[src/rtl/mem_arb_pkg.sv]
// rtl/mem_arb_pkg.sv - shared types and lane helpers for the data-memory port arbiter
package mem_arb_pkg;

  typedef enum logic [1:0] {
    ST_IDLE   = 2'd0,
    ST_ACCESS = 2'd1,
    ST_RESP   = 2'd2
  } arb_state_t;

  localparam logic PORT_CPU = 1'b0;
  localparam logic PORT_DBG = 1'b1;

  function automatic logic [3:0] lane_be(input logic byte_acc, input logic [1:0] lane);
    return byte_acc ? (4'b0001 << lane) : 4'b1111;
  endfunction

  function automatic logic [31:0] lane_extract(input logic [31:0] word, input logic [1:0] lane);
    return {24'd0, word[{lane, 3'b000} +: 8]};
  endfunction

endpackage

[src/rtl/mem_port_arbiter_if.sv]
// rtl/mem_port_arbiter_if.sv - requester ports, memory bus and status of the port arbiter
interface mem_port_arbiter_if #(
  parameter int MEM_AW = 10
);
  logic              cpu_req;
  logic              cpu_we;
  logic              cpu_byte;
  logic [31:0]       cpu_addr;
  logic [31:0]       cpu_wdata;
  logic [31:0]       cpu_rdata;
  logic              cpu_done;
  logic              cpu_err;

  logic              dbg_req;
  logic              dbg_we;
  logic              dbg_byte;
  logic [31:0]       dbg_addr;
  logic [31:0]       dbg_wdata;
  logic [31:0]       dbg_rdata;
  logic              dbg_done;
  logic              dbg_err;

  logic              mem_en;
  logic              mem_we;
  logic [3:0]        mem_be;
  logic [MEM_AW-1:0] mem_addr;
  logic [31:0]       mem_wdata;
  logic [31:0]       mem_rdata;

  logic              busy;

  // System side: requesters plus the memory itself.
  modport master (
    output cpu_req, cpu_we, cpu_byte, cpu_addr, cpu_wdata,
    input  cpu_rdata, cpu_done, cpu_err,
    output dbg_req, dbg_we, dbg_byte, dbg_addr, dbg_wdata,
    input  dbg_rdata, dbg_done, dbg_err,
    input  mem_en, mem_we, mem_be, mem_addr, mem_wdata,
    output mem_rdata,
    input  busy
  );

  modport slave (
    input  cpu_req, cpu_we, cpu_byte, cpu_addr, cpu_wdata,
    output cpu_rdata, cpu_done, cpu_err,
    input  dbg_req, dbg_we, dbg_byte, dbg_addr, dbg_wdata,
    output dbg_rdata, dbg_done, dbg_err,
    output mem_en, mem_we, mem_be, mem_addr, mem_wdata,
    input  mem_rdata,
    output busy
  );
endinterface

[src/rtl/mem_arb_pick.sv]
// rtl/mem_arb_pick.sv - winner select; MEM_ARB_RR_EN adds a round-robin pointer, else CPU has fixed priority
module mem_arb_pick
  import mem_arb_pkg::*;
(
  input  logic Clk,
  input  logic Reset,
  input  logic grant_en,
  input  logic cpu_req,
  input  logic dbg_req,
  output logic win,
  output logic win_valid
);

`ifdef MEM_ARB_RR_EN
  logic last_grant;

  // Reset leaves the pointer on DBG so the CPU takes the first tie.
  always_ff @(posedge Clk) begin
    if (Reset) begin
      last_grant <= PORT_DBG;
    end else if (grant_en && win_valid) begin
      last_grant <= win;
    end
  end

  always_comb begin
    win_valid = cpu_req | dbg_req;
    if (cpu_req && dbg_req) begin
      win = ~last_grant;
    end else begin
      win = dbg_req ? PORT_DBG : PORT_CPU;
    end
  end
`else
  logic unused_pick;
  assign unused_pick = &{1'b0, Clk, Reset, grant_en};

  always_comb begin
    win_valid = cpu_req | dbg_req;
    win       = cpu_req ? PORT_CPU : (dbg_req ? PORT_DBG : PORT_CPU);
  end
`endif

endmodule

[src/rtl/mem_port_arbiter.sv]
// rtl/mem_port_arbiter.sv - serialises CPU and debug accesses to the single-port data memory
// Tie-break policy selected by MEM_ARB_RR_EN (round-robin) or fixed CPU priority when undefined.
module mem_port_arbiter
  import mem_arb_pkg::*;
#(
  parameter int MEM_AW = 10
) (
  input  logic              Clk,
  input  logic              Reset,
  mem_port_arbiter_if.slave bus
);

  arb_state_t  state;
  logic        grant_en;
  logic        win;
  logic        win_valid;
  logic        win_we;
  logic        win_byte;
  logic [31:0] win_addr;
  logic [31:0] win_wdata;
  logic        req_err;

  logic        lat_port;
  logic        lat_we;
  logic        lat_byte;
  logic [1:0]  lat_lane;
  logic        lat_err;
  logic        resp_rd;
  logic [31:0] resp_word;

  assign grant_en = (state == ST_IDLE);

  mem_arb_pick u_pick (
    .Clk       (Clk),
    .Reset     (Reset),
    .grant_en  (grant_en),
    .cpu_req   (bus.cpu_req),
    .dbg_req   (bus.dbg_req),
    .win       (win),
    .win_valid (win_valid)
  );

  assign win_we    = (win == PORT_DBG) ? bus.dbg_we    : bus.cpu_we;
  assign win_byte  = (win == PORT_DBG) ? bus.dbg_byte  : bus.cpu_byte;
  assign win_addr  = (win == PORT_DBG) ? bus.dbg_addr  : bus.cpu_addr;
  assign win_wdata = (win == PORT_DBG) ? bus.dbg_wdata : bus.cpu_wdata;

  assign req_err = (!win_byte && (win_addr[1:0] != 2'b00)) ||
                   (win_addr[31:MEM_AW+2] != '0);

  always_ff @(posedge Clk) begin
    if (Reset) begin
      state         <= ST_IDLE;
      bus.busy      <= 1'b0;
      bus.mem_en    <= 1'b0;
      bus.mem_we    <= 1'b0;
      bus.mem_be    <= 4'b0000;
      bus.mem_addr  <= '0;
      bus.mem_wdata <= '0;
      bus.cpu_done  <= 1'b0;
      bus.cpu_err   <= 1'b0;
      bus.dbg_done  <= 1'b0;
      bus.dbg_err   <= 1'b0;
      lat_port      <= PORT_CPU;
      lat_we        <= 1'b0;
      lat_byte      <= 1'b0;
      lat_lane      <= 2'b00;
      lat_err       <= 1'b0;
      resp_rd       <= 1'b0;
    end else begin
      bus.mem_en   <= 1'b0;
      bus.mem_we   <= 1'b0;
      bus.mem_be   <= 4'b0000;
      bus.cpu_done <= 1'b0;
      bus.cpu_err  <= 1'b0;
      bus.dbg_done <= 1'b0;
      bus.dbg_err  <= 1'b0;
      resp_rd      <= 1'b0;
      case (state)
        ST_IDLE: begin
          if (win_valid) begin
            lat_port <= win;
            lat_we   <= win_we;
            lat_byte <= win_byte;
            lat_lane <= win_addr[1:0];
            lat_err  <= req_err;
            // Memory strobes are set here so they are registered during ACCESS.
            bus.mem_en    <= !req_err;
            bus.mem_we    <= win_we && !req_err;
            bus.mem_be    <= req_err ? 4'b0000 : lane_be(win_byte, win_addr[1:0]);
            bus.mem_addr  <= win_addr[MEM_AW+1:2];
            bus.mem_wdata <= win_byte ? {4{win_wdata[7:0]}} : win_wdata;
            bus.busy      <= 1'b1;
            state         <= ST_ACCESS;
          end
        end
        ST_ACCESS: begin
          bus.cpu_done <= (lat_port == PORT_CPU);
          bus.dbg_done <= (lat_port == PORT_DBG);
          bus.cpu_err  <= (lat_port == PORT_CPU) && lat_err;
          bus.dbg_err  <= (lat_port == PORT_DBG) && lat_err;
          resp_rd      <= !lat_we && !lat_err;
          bus.busy     <= 1'b1;
          state        <= ST_RESP;
        end
        ST_RESP: begin
          bus.busy <= 1'b0;
          state    <= ST_IDLE;
        end
        default: begin
          bus.busy <= 1'b0;
          state    <= ST_IDLE;
        end
      endcase
    end
  end

  // Memory data lands in RESP, so it is steered through registered selects only.
  assign resp_word     = lat_byte ? lane_extract(bus.mem_rdata, lat_lane) : bus.mem_rdata;
  assign bus.cpu_rdata = (resp_rd && (lat_port == PORT_CPU)) ? resp_word : 32'd0;
  assign bus.dbg_rdata = (resp_rd && (lat_port == PORT_DBG)) ? resp_word : 32'd0;

endmodule

[src/flat_wrapper.sv]
// flat-port wrapper written by rule: the top's interface ports become plain ports
module mem_port_arbiter_flat import mem_arb_pkg::*;
#(
  parameter int MEM_AW = 10
)
  (Clk, Reset, bus_cpu_req, bus_cpu_we, bus_cpu_byte, bus_cpu_addr, bus_cpu_wdata, bus_cpu_rdata, bus_cpu_done, bus_cpu_err, bus_dbg_req, bus_dbg_we, bus_dbg_byte, bus_dbg_addr, bus_dbg_wdata, bus_dbg_rdata, bus_dbg_done, bus_dbg_err, bus_mem_en, bus_mem_we, bus_mem_be, bus_mem_addr, bus_mem_wdata, bus_mem_rdata, bus_busy);
  mem_port_arbiter_if #(.MEM_AW(MEM_AW)) bus_i ();
  input  logic Clk;
  input  logic Reset;
  input wire logic [$bits(bus_i.cpu_req)-1:0] bus_cpu_req;
  input wire logic [$bits(bus_i.cpu_we)-1:0] bus_cpu_we;
  input wire logic [$bits(bus_i.cpu_byte)-1:0] bus_cpu_byte;
  input wire logic [$bits(bus_i.cpu_addr)-1:0] bus_cpu_addr;
  input wire logic [$bits(bus_i.cpu_wdata)-1:0] bus_cpu_wdata;
  output wire logic [$bits(bus_i.cpu_rdata)-1:0] bus_cpu_rdata;
  output wire logic [$bits(bus_i.cpu_done)-1:0] bus_cpu_done;
  output wire logic [$bits(bus_i.cpu_err)-1:0] bus_cpu_err;
  input wire logic [$bits(bus_i.dbg_req)-1:0] bus_dbg_req;
  input wire logic [$bits(bus_i.dbg_we)-1:0] bus_dbg_we;
  input wire logic [$bits(bus_i.dbg_byte)-1:0] bus_dbg_byte;
  input wire logic [$bits(bus_i.dbg_addr)-1:0] bus_dbg_addr;
  input wire logic [$bits(bus_i.dbg_wdata)-1:0] bus_dbg_wdata;
  output wire logic [$bits(bus_i.dbg_rdata)-1:0] bus_dbg_rdata;
  output wire logic [$bits(bus_i.dbg_done)-1:0] bus_dbg_done;
  output wire logic [$bits(bus_i.dbg_err)-1:0] bus_dbg_err;
  output wire logic [$bits(bus_i.mem_en)-1:0] bus_mem_en;
  output wire logic [$bits(bus_i.mem_we)-1:0] bus_mem_we;
  output wire logic [$bits(bus_i.mem_be)-1:0] bus_mem_be;
  output wire logic [$bits(bus_i.mem_addr)-1:0] bus_mem_addr;
  output wire logic [$bits(bus_i.mem_wdata)-1:0] bus_mem_wdata;
  input wire logic [$bits(bus_i.mem_rdata)-1:0] bus_mem_rdata;
  output wire logic [$bits(bus_i.busy)-1:0] bus_busy;
  assign bus_i.cpu_req = bus_cpu_req;
  assign bus_i.cpu_we = bus_cpu_we;
  assign bus_i.cpu_byte = bus_cpu_byte;
  assign bus_i.cpu_addr = bus_cpu_addr;
  assign bus_i.cpu_wdata = bus_cpu_wdata;
  assign bus_cpu_rdata = bus_i.cpu_rdata;
  assign bus_cpu_done = bus_i.cpu_done;
  assign bus_cpu_err = bus_i.cpu_err;
  assign bus_i.dbg_req = bus_dbg_req;
  assign bus_i.dbg_we = bus_dbg_we;
  assign bus_i.dbg_byte = bus_dbg_byte;
  assign bus_i.dbg_addr = bus_dbg_addr;
  assign bus_i.dbg_wdata = bus_dbg_wdata;
  assign bus_dbg_rdata = bus_i.dbg_rdata;
  assign bus_dbg_done = bus_i.dbg_done;
  assign bus_dbg_err = bus_i.dbg_err;
  assign bus_mem_en = bus_i.mem_en;
  assign bus_mem_we = bus_i.mem_we;
  assign bus_mem_be = bus_i.mem_be;
  assign bus_mem_addr = bus_i.mem_addr;
  assign bus_mem_wdata = bus_i.mem_wdata;
  assign bus_i.mem_rdata = bus_mem_rdata;
  assign bus_busy = bus_i.busy;
  mem_port_arbiter #(.MEM_AW(MEM_AW)) u_core (.Clk(Clk), .Reset(Reset), .bus(bus_i));
endmodule
[config.mk]
export PLATFORM = sky130hd
export DESIGN_NAME = mem_port_arbiter_flat
export DESIGN_NICKNAME = d
export VERILOG_FILES = /design/src/rtl/mem_arb_pkg.sv /design/src/rtl/mem_port_arbiter_if.sv /design/src/rtl/mem_arb_pick.sv /design/src/rtl/mem_port_arbiter.sv /design/src/flat_wrapper.sv
export SDC_FILE = /design/constraint.sdc
export NUM_CORES = 1
export LEC_CHECK = 0
export CAP_MARGIN = 15
export CORE_MARGIN = 1.5
export CORE_UTILIZATION = 31
export DETAILED_ROUTE_END_ITERATION = 6
export PLACE_DENSITY = 0.77
export SYNTH_ARGS = -nofsm -noshare
export SYNTH_HDL_FRONTEND = slang
export SYNTH_HIERARCHICAL = 1
export SYNTH_SLANG_ARGS = --single-unit
[constraint.sdc]
create_clock -name Clk -period 1.8 [get_ports Clk]
set_clock_uncertainty 0.15 [all_clocks]
set_input_delay 0.18 -clock Clk [delete_from_list [all_inputs] [get_ports Clk]]
set_output_delay 0.18 -clock Clk [all_outputs]
set_load 0.05 [all_outputs]
==> results of run 1 <==
where the power goes:
| group | leakage (nW) | switching [mW] | internal [mW] |
|---|---|---|---|
| combinational | 2.57 | 1.06 | 0.895 |
| sequential | 0.513 | 0.0769 | 1.49 |
| clock | 0.149 | 0.649 | 1.12 |
| total | 3.23 | 1.79 | 3.51 |
per-stage QoR:
| stage | instances | power [mW] | TNS, ns | worst slack [ns] | area [um^2] |
|---|---|---|---|---|---|
| floorplan | 491 | 2.51 | -2.29 | -0.202 | 3820 |
| global placement | 912 | 3.33 | -9.82 | -0.274 | 7260 |
| detailed placement | 912 | 3.37 | -12.58 | -0.414 | 7260 |
| CTS | 931 | 5.21 | -1.71 | -0.130 | 7790 |
| global route | 943 | 5.49 | -4.63 | -0.171 | 8170 |
| finish | 943 | 5.30 | -1.29 | -0.106 | 8170 |
critical path, stage by stage, from the launching register on:
cell	delay [ns]
dfxtp_4	0.38
buf_12	0.14
mux2i_2	0.23
nand2_1	0.09
o221ai_2	0.07
buf_4	0.16
nor2_2	0.04
buf_6	0.15
cell families after synthesis:
| kind of cell | count (synthesis) | share of synthesized area, % |
|---|---|---|
| compound gates | 98 | 19.1 |
| buf+inv | 43 | 4.92 |
| flops | 62 | 32.8 |
| mux | 29 | 7.70 |
| simple gates | 259 | 35.5 |
layout by cell type (no fill, tap or decap), types with 3 or more instances in the layout:
master             n
clkdlybuf4s50_1  165
buf_4             83
dfxtp_1           59
buf_12            54
and2_4            48
nand2_1           47
nor2_1            37
a21oi_1           26
nand2b_1          25
nand3_1           25
nor2b_1           24
mux2i_1           22
a211oi_1          19
buf_6             16
o311ai_0          14
nor2_2            12
clkbuf_16         11
o22a_1             9
o311ai_1           9
and2_1             8
o221ai_2           6
nor4_1             6
nor3_1             5
nor2_4             4
mux2i_2            4
diode_2            3
buf_8              3
inv_1              3
layer usage:
metal  track usage, %  wire (um)  vias up
li1                 -          -     2339
met1             26.0       6330     2356
met2             48.2       9410      311
met3             6.16       1540       38
met4             10.5        588        0
met5                0          0        -
timing repair:
item / in CTS / in global routing
setup buffers: 2 / 7
pin swaps: 7 / 17
setup endpoints to repair: 70 / 98
hold buffers: 0 / 0
cloned: 1 / 4
endpoints found under the hold margin: 0 / 0
gates resized for setup: 52 / 85
flip-flops by register name (all words and copies together) (netlist names), 2 cells and up:
| name | cells |
|---|---|
| u_core/bus.mem_addr | 10 |
| u_core/bus.mem_be | 4 |
| u_core/state | 2 |
| u_core/lat_lane | 2 |
| u_core/bus.mem_wdata | 32 |
layout make-up:
type	instances	area, um^2	area share (%)
Clock inverter	6	68.8	0.842
Inverter	3	11.3	0.138
Antenna cell	3	7.51	0.0919
Timing Repair Buffer	326	3680	45.0
Sequential cell	62	1250	15.3
Clock buffer	10	239	2.92
Tap cell	147	184	2.25
Multi-Input combinational cell	386	2740	33.5
worst max-delay path by stage:
stage                                     from                               to  slack [ns]
6_report       u_core/lat_lane[0]$_SDFFE_PP0P_                 bus_dbg_rdata[1]       -0.11
5_1_grt        u_core/lat_lane[0]$_SDFFE_PP0P_                 bus_dbg_rdata[1]       -0.17
4_1_cts        u_core/lat_lane[0]$_SDFFE_PP0P_                 bus_dbg_rdata[5]       -0.13
3_5_place_dp                       bus_dbg_req     u_core/bus.mem_en$_SDFF_PP0_       -0.41
3_3_place_gp                       bus_dbg_req  u_core/bus.mem_be[3]$_SDFF_PP0_       -0.27
2_1_floorplan  u_core/lat_lane[0]$_SDFFE_PP0P_                 bus_cpu_rdata[7]       -0.20
==> results.sh, run 1 <==
export IMPL_outcome="finished with violations"
export IMPL_violations="negative setup slack"
export IMPL_die_area_um2=12900
export IMPL_first_pass_iters=5
export IMPL_vdd_ir_drop_max_mv=0.507
export IMPL_whs_endpoint="u_core/lat_port$_SDFFE_PP0P_"
export IMPL_synth_edf_count=0
export IMPL_cts_root_buffer="clkbuf_16"
export IMPL_synth_top_area_share_pct=32.8
export IMPL_critPathCaptureType="primary output"
export IMPL_globalplace_congestion=0.912
export IMPL_grt_total_usage_pct=25.2
export IMPL_yosys_top_cells_count="dfxtp_1, and2_1, nor2_1, nand2_1"
export IMPL_routed_via_count=5044
export IMPL_hold_viol_final=0
export IMPL_port_buffers=284
export IMPL_drt_wl_total_mm=17.9
export IMPL_critPathLaunchType="register"
export IMPL_critPathKind="register to primary output"
export IMPL_period_share_pct=106
export IMPL_hpwl_mm=13.4
export IMPL_maxSlewViolCount=0
export IMPL_post_route_drc_count=0
export IMPL_grt_pass1_wl_mm=25.6
export IMPL_worst_path_max_fanout=7
export IMPL_grt_overflow=0
export IMPL_final_nets=956
export IMPL_initialDrtViolationCount=278
export IMPL_yosysMostFrequentCell="dfxtp_1"
export IMPL_synth_flop_cell="dfxtp_1"
export IMPL_synthTopCellsByArea="dfxtp_1, and2_1, mux2i_1, o311ai_0, nor2_1"
export IMPL_synth_avg_cell_area_um2=7.71
export IMPL_tightestPinTransition_ns=0.426
export IMPL_reg2reg_from="u_core/state[0]$_SDFFE_PP0P_"
export IMPL_area_growth_pct=116
export IMPL_required_ns=1.47
export IMPL_path_clk_slew_ns=0.06
export IMPL_hp_class="input port to register"
export IMPL_power_density_nw_per_um2=648
export IMPL_min_from="Reset"
export IMPL_wl_per_cell_um=18.9
export IMPL_die_w_um=114
export IMPL_slew_headroom_pct=71.6
export IMPL_fmax_ghz=0.525
export IMPL_clock_latency_ns=0.32
export IMPL_fin_util_pct=68.3
export IMPL_synth_cell_types=37
export IMPL_start_util_pct=31.7
export IMPL_fin_ws_ns=-0.106
export IMPL_timing_hold_ws_ns=0.0847
export IMPL_setup_viol=38
export IMPL_holdPathStages=2
export IMPL_antenna_found_initial=2
export IMPL_fill_cells=923
export IMPL_ys_warn_count=6
export IMPL_grt_max_degree=55
export IMPL_cts_tree="built"
export IMPL_reg2reg_to="u_core/lat_lane[0]$_SDFFE_PP0P_"
export IMPL_routed_via_density=5.35
export IMPL_yosys_area_top_type="dfxtp_1"
export IMPL_clock_sinks=62
export IMPL_ant_nets=0
export IMPL_ctsLongestPathBuffers=2
export IMPL_rsz0062_at_grt="true"
export IMPL_rrSetupSlack_ns=0.27
export IMPL_min_period_ns=1.91
export IMPL_htree_levels=3
export IMPL_yosys_register_bits=62
export IMPL_grt_pass1_vias=4929
export IMPL_synthCells=491
export IMPL_num_rows=40
export IMPL_numCtsBuffers=9
export IMPL_synth_area_um2=3790
export IMPL_ff2ff_path_depth=5
export IMPL_maxCapViolations=0
export IMPL_die_h_um=114
export IMPL_io_pins=285
export IMPL_syn_num_nets=659
export IMPL_core_um2=12000
export IMPL_seq_area_frac_synth_pct=32.8
export IMPL_final_layout_size_suffix_gt1_share_pct=34.9
export IMPL_cp_data_arrival_time_ns=1.58
export IMPL_leakage_nw=3.23
export IMPL_ys_async_sr_fraction_pct=0
No activity file was read; power rests on OpenSTA's default activity.
==> run 2, diff against run 1 <==
Settings changed: CELL_PAD_IN_SITES_DETAIL_PLACEMENT from default to 1, CELL_PAD_IN_SITES_GLOBAL_PLACEMENT from default to 1, CORE_UTILIZATION 31 to 23, PLACE_DENSITY 0.77 to 0.84, SLEW_MARGIN from default to 20.
==> run 2 against run 1 <==
The flow still finishes with violations (negative setup slack). Power increased by 2.6%. Register-to-register slack worse by 0.17 ns. Clock power about the same. Utilization fell by 15 points. Die area up 34%. First-iteration DRC count decreased by 51%. Largest power group unchanged.
==> results.sh, run 2 (synthesized netlist as in run 1, its figures left out) <==
export IMPL_hold_viol_final=0
export IMPL_placed_area_um2=7600
export IMPL_path_clk_slew_ns=0.05
export IMPL_tns_ns=-4.54
export IMPL_fin_util_pct=53.0
export IMPL_largest_reg_flops=32
export IMPL_start_util_pct=23.7
export IMPL_reg2reg_from="u_core/state[0]$_SDFFE_PP0P_"
export IMPL_outcome="finished with violations"
export IMPL_period_share_pct=114
export IMPL_port_buffers=284
export IMPL_initialDrtViolationCount=135
export IMPL_seqPwrFrac_pct=29.1
export IMPL_fin_area_um2=8490
export IMPL_setup_viol=60
export IMPL_numCtsBuffers=9
export IMPL_maxSlewViolCount=0
export IMPL_drt_wl_total_mm=23.2
export IMPL_leakage_nw=3.35
export IMPL_regMostFlops="u_core/bus.mem_wdata"
export IMPL_critPathCaptureType="primary output"
export IMPL_clock_sinks=62
export IMPL_final_nets=986
export IMPL_cts_tree="built"
export IMPL_rsz0062_at_grt="true"
export IMPL_final_common_cell="clkdlybuf4s50_1"
export IMPL_ant_nets=0
export IMPL_top_regs="u_core/bus.mem_wdata: 32 flops, u_core/bus.mem_addr: 10 flops, u_core/bus.mem_be: 4 flops"
export IMPL_die_w_um=131
export IMPL_die_h_um=131
export IMPL_grt_max_degree=46
export IMPL_antenna_found_initial=4
export IMPL_area_growth_pct=124
export IMPL_ctsLongestPathBuffers=2
export IMPL_min_period_ns=2.05
export IMPL_final_cell_mix="clkdlybuf4s50_1, buf_4, buf_12"
export IMPL_critPathLaunch="u_core/lat_lane[0]$_SDFFE_PP0P_"
export IMPL_first_pass_iters=4
export IMPL_critPathLaunchType="register"
export IMPL_power_internal_mw=3.59
export IMPL_io_pins=285
export IMPL_vdd_ir_drop_max_mv=0.452
export IMPL_critPathKind="register to primary output"
export IMPL_grt_total_usage_pct=26.4
export IMPL_worst_path_max_fanout=8
export IMPL_tightestPinTransition_ns=0.470
export IMPL_maxCapViolations=0
export IMPL_fill_cells=1811
export IMPL_power_density_nw_per_um2=640
export IMPL_hpwl_mm=16.5
export IMPL_wl_per_cell_um=22.3
export IMPL_cts_root_buffer="clkbuf_16"
export IMPL_clock_latency_ns=0.33
export IMPL_grt_pass1_vias=5692
export IMPL_post_route_drc_count=0
export IMPL_cp_data_arrival_time_ns=1.72
export IMPL_die_area_um2=17200
export IMPL_grt_overflow=0
export IMPL_final_layout_size_suffix_gt1_share_pct=36.2
export IMPL_grt_pass1_wl_mm=34.7
export IMPL_fin_ws_ns=-0.251
export IMPL_slew_headroom_pct=68.3
export IMPL_clock_power_share_pct=32.7
export IMPL_routed_via_count=5161
export IMPL_swShare_pct=33.9
export IMPL_globalplace_congestion=0.909
export IMPL_htree_levels=3
export IMPL_required_ns=1.47
export IMPL_routed_via_density=4.95
export IMPL_finalPower_mw=5.43
export IMPL_min_from="u_core/lat_we$_SDFFE_PP0P_"
export IMPL_core_um2=16000
export IMPL_violations="negative setup slack"
export IMPL_fmax_ghz=0.488
export IMPL_num_rows=46
export IMPL_share_comb_of_total_power_pct=38.2
export IMPL_hp_class="register to register"
export IMPL_power_switching_mw=1.84
==> run 2: worst paths after layout <==
kind	end	slack [ns]	cells past startpoint
worst max-delay path	bus_dbg_rdata[0]	-0.25	7
worst min-delay path	u_core/resp_rd$_SDFF_PP0_	0.30	1
worst max register to register	u_core/lat_lane[0]$_SDFFE_PP0P_	0.10	5
worst min register to register	u_core/resp_rd$_SDFF_PP0_	0.30	1
==> run 2: repair_timing <==
item / in CTS / in global routing
endpoints found under the hold margin: 3 / 0
resized for setup: 103 / 27
hold buffers: 1 / 0
buffers inserted: 12 / 1
setup endpoints to repair: 65 / 70
cloned: 4 / 0
pin swaps: 27 / 9
==> run 2: per-stage QoR <==
step	setup slack, ns	hold WS [ns]	std cells
after floorplan	-0.202	0.124	491
after global placement	-0.233	0.293	1011
after detailed placement	-0.342	0.297	1011
after CTS	-0.168	0.297	1043
after global routing	-0.271	0.331	1042
final	-0.251	0.301	1042
==> run 2: final cells by class <==
type / instances / area [um^2] / area share, %
flip-flops and latches: 62 / 1250 / 14.7
well taps: 216 / 270 / 3.18
clock inverters: 3 / 42.5 / 0.501
diodes: 3 / 7.51 / 0.0885
repair buffers: 356 / 3960 / 46.7
multi-input cells: 386 / 2680 / 31.6
clock buffers: 13 / 260 / 3.07
inverters: 3 / 11.3 / 0.133
==> run 2: routing by layer <==
layer	global-route usage (%)	vias to the layer above	part of all wire, %
met2	50.4	255	53
met4	13.8	2	5.2
met5	0	-	0.056
met1	25.5	2440	34
li1	-	2393	-
met3	7.60	71	7.2
==> run 2: power groups by stage <==
stage	Combinational (mW)	Sequential (mW)	Clock, mW
global placement	1.84	1.59	0
CTS	2.02	1.58	1.81
finish	2.07	1.58	1.78
global route	2.18	1.59	1.86
detailed placement	1.89	1.60	0
floorplan	0.577	1.93	0
==> run 2: worst max-delay path, cell delays in order (launching register included) <==
cell      delay, ns
dfxtp_4        0.36
buf_12         0.15
buf_6          0.11
mux2i_1        0.12
nand2_1        0.15
o221ai_2       0.15
nor2_2         0.16
buf_6          0.18
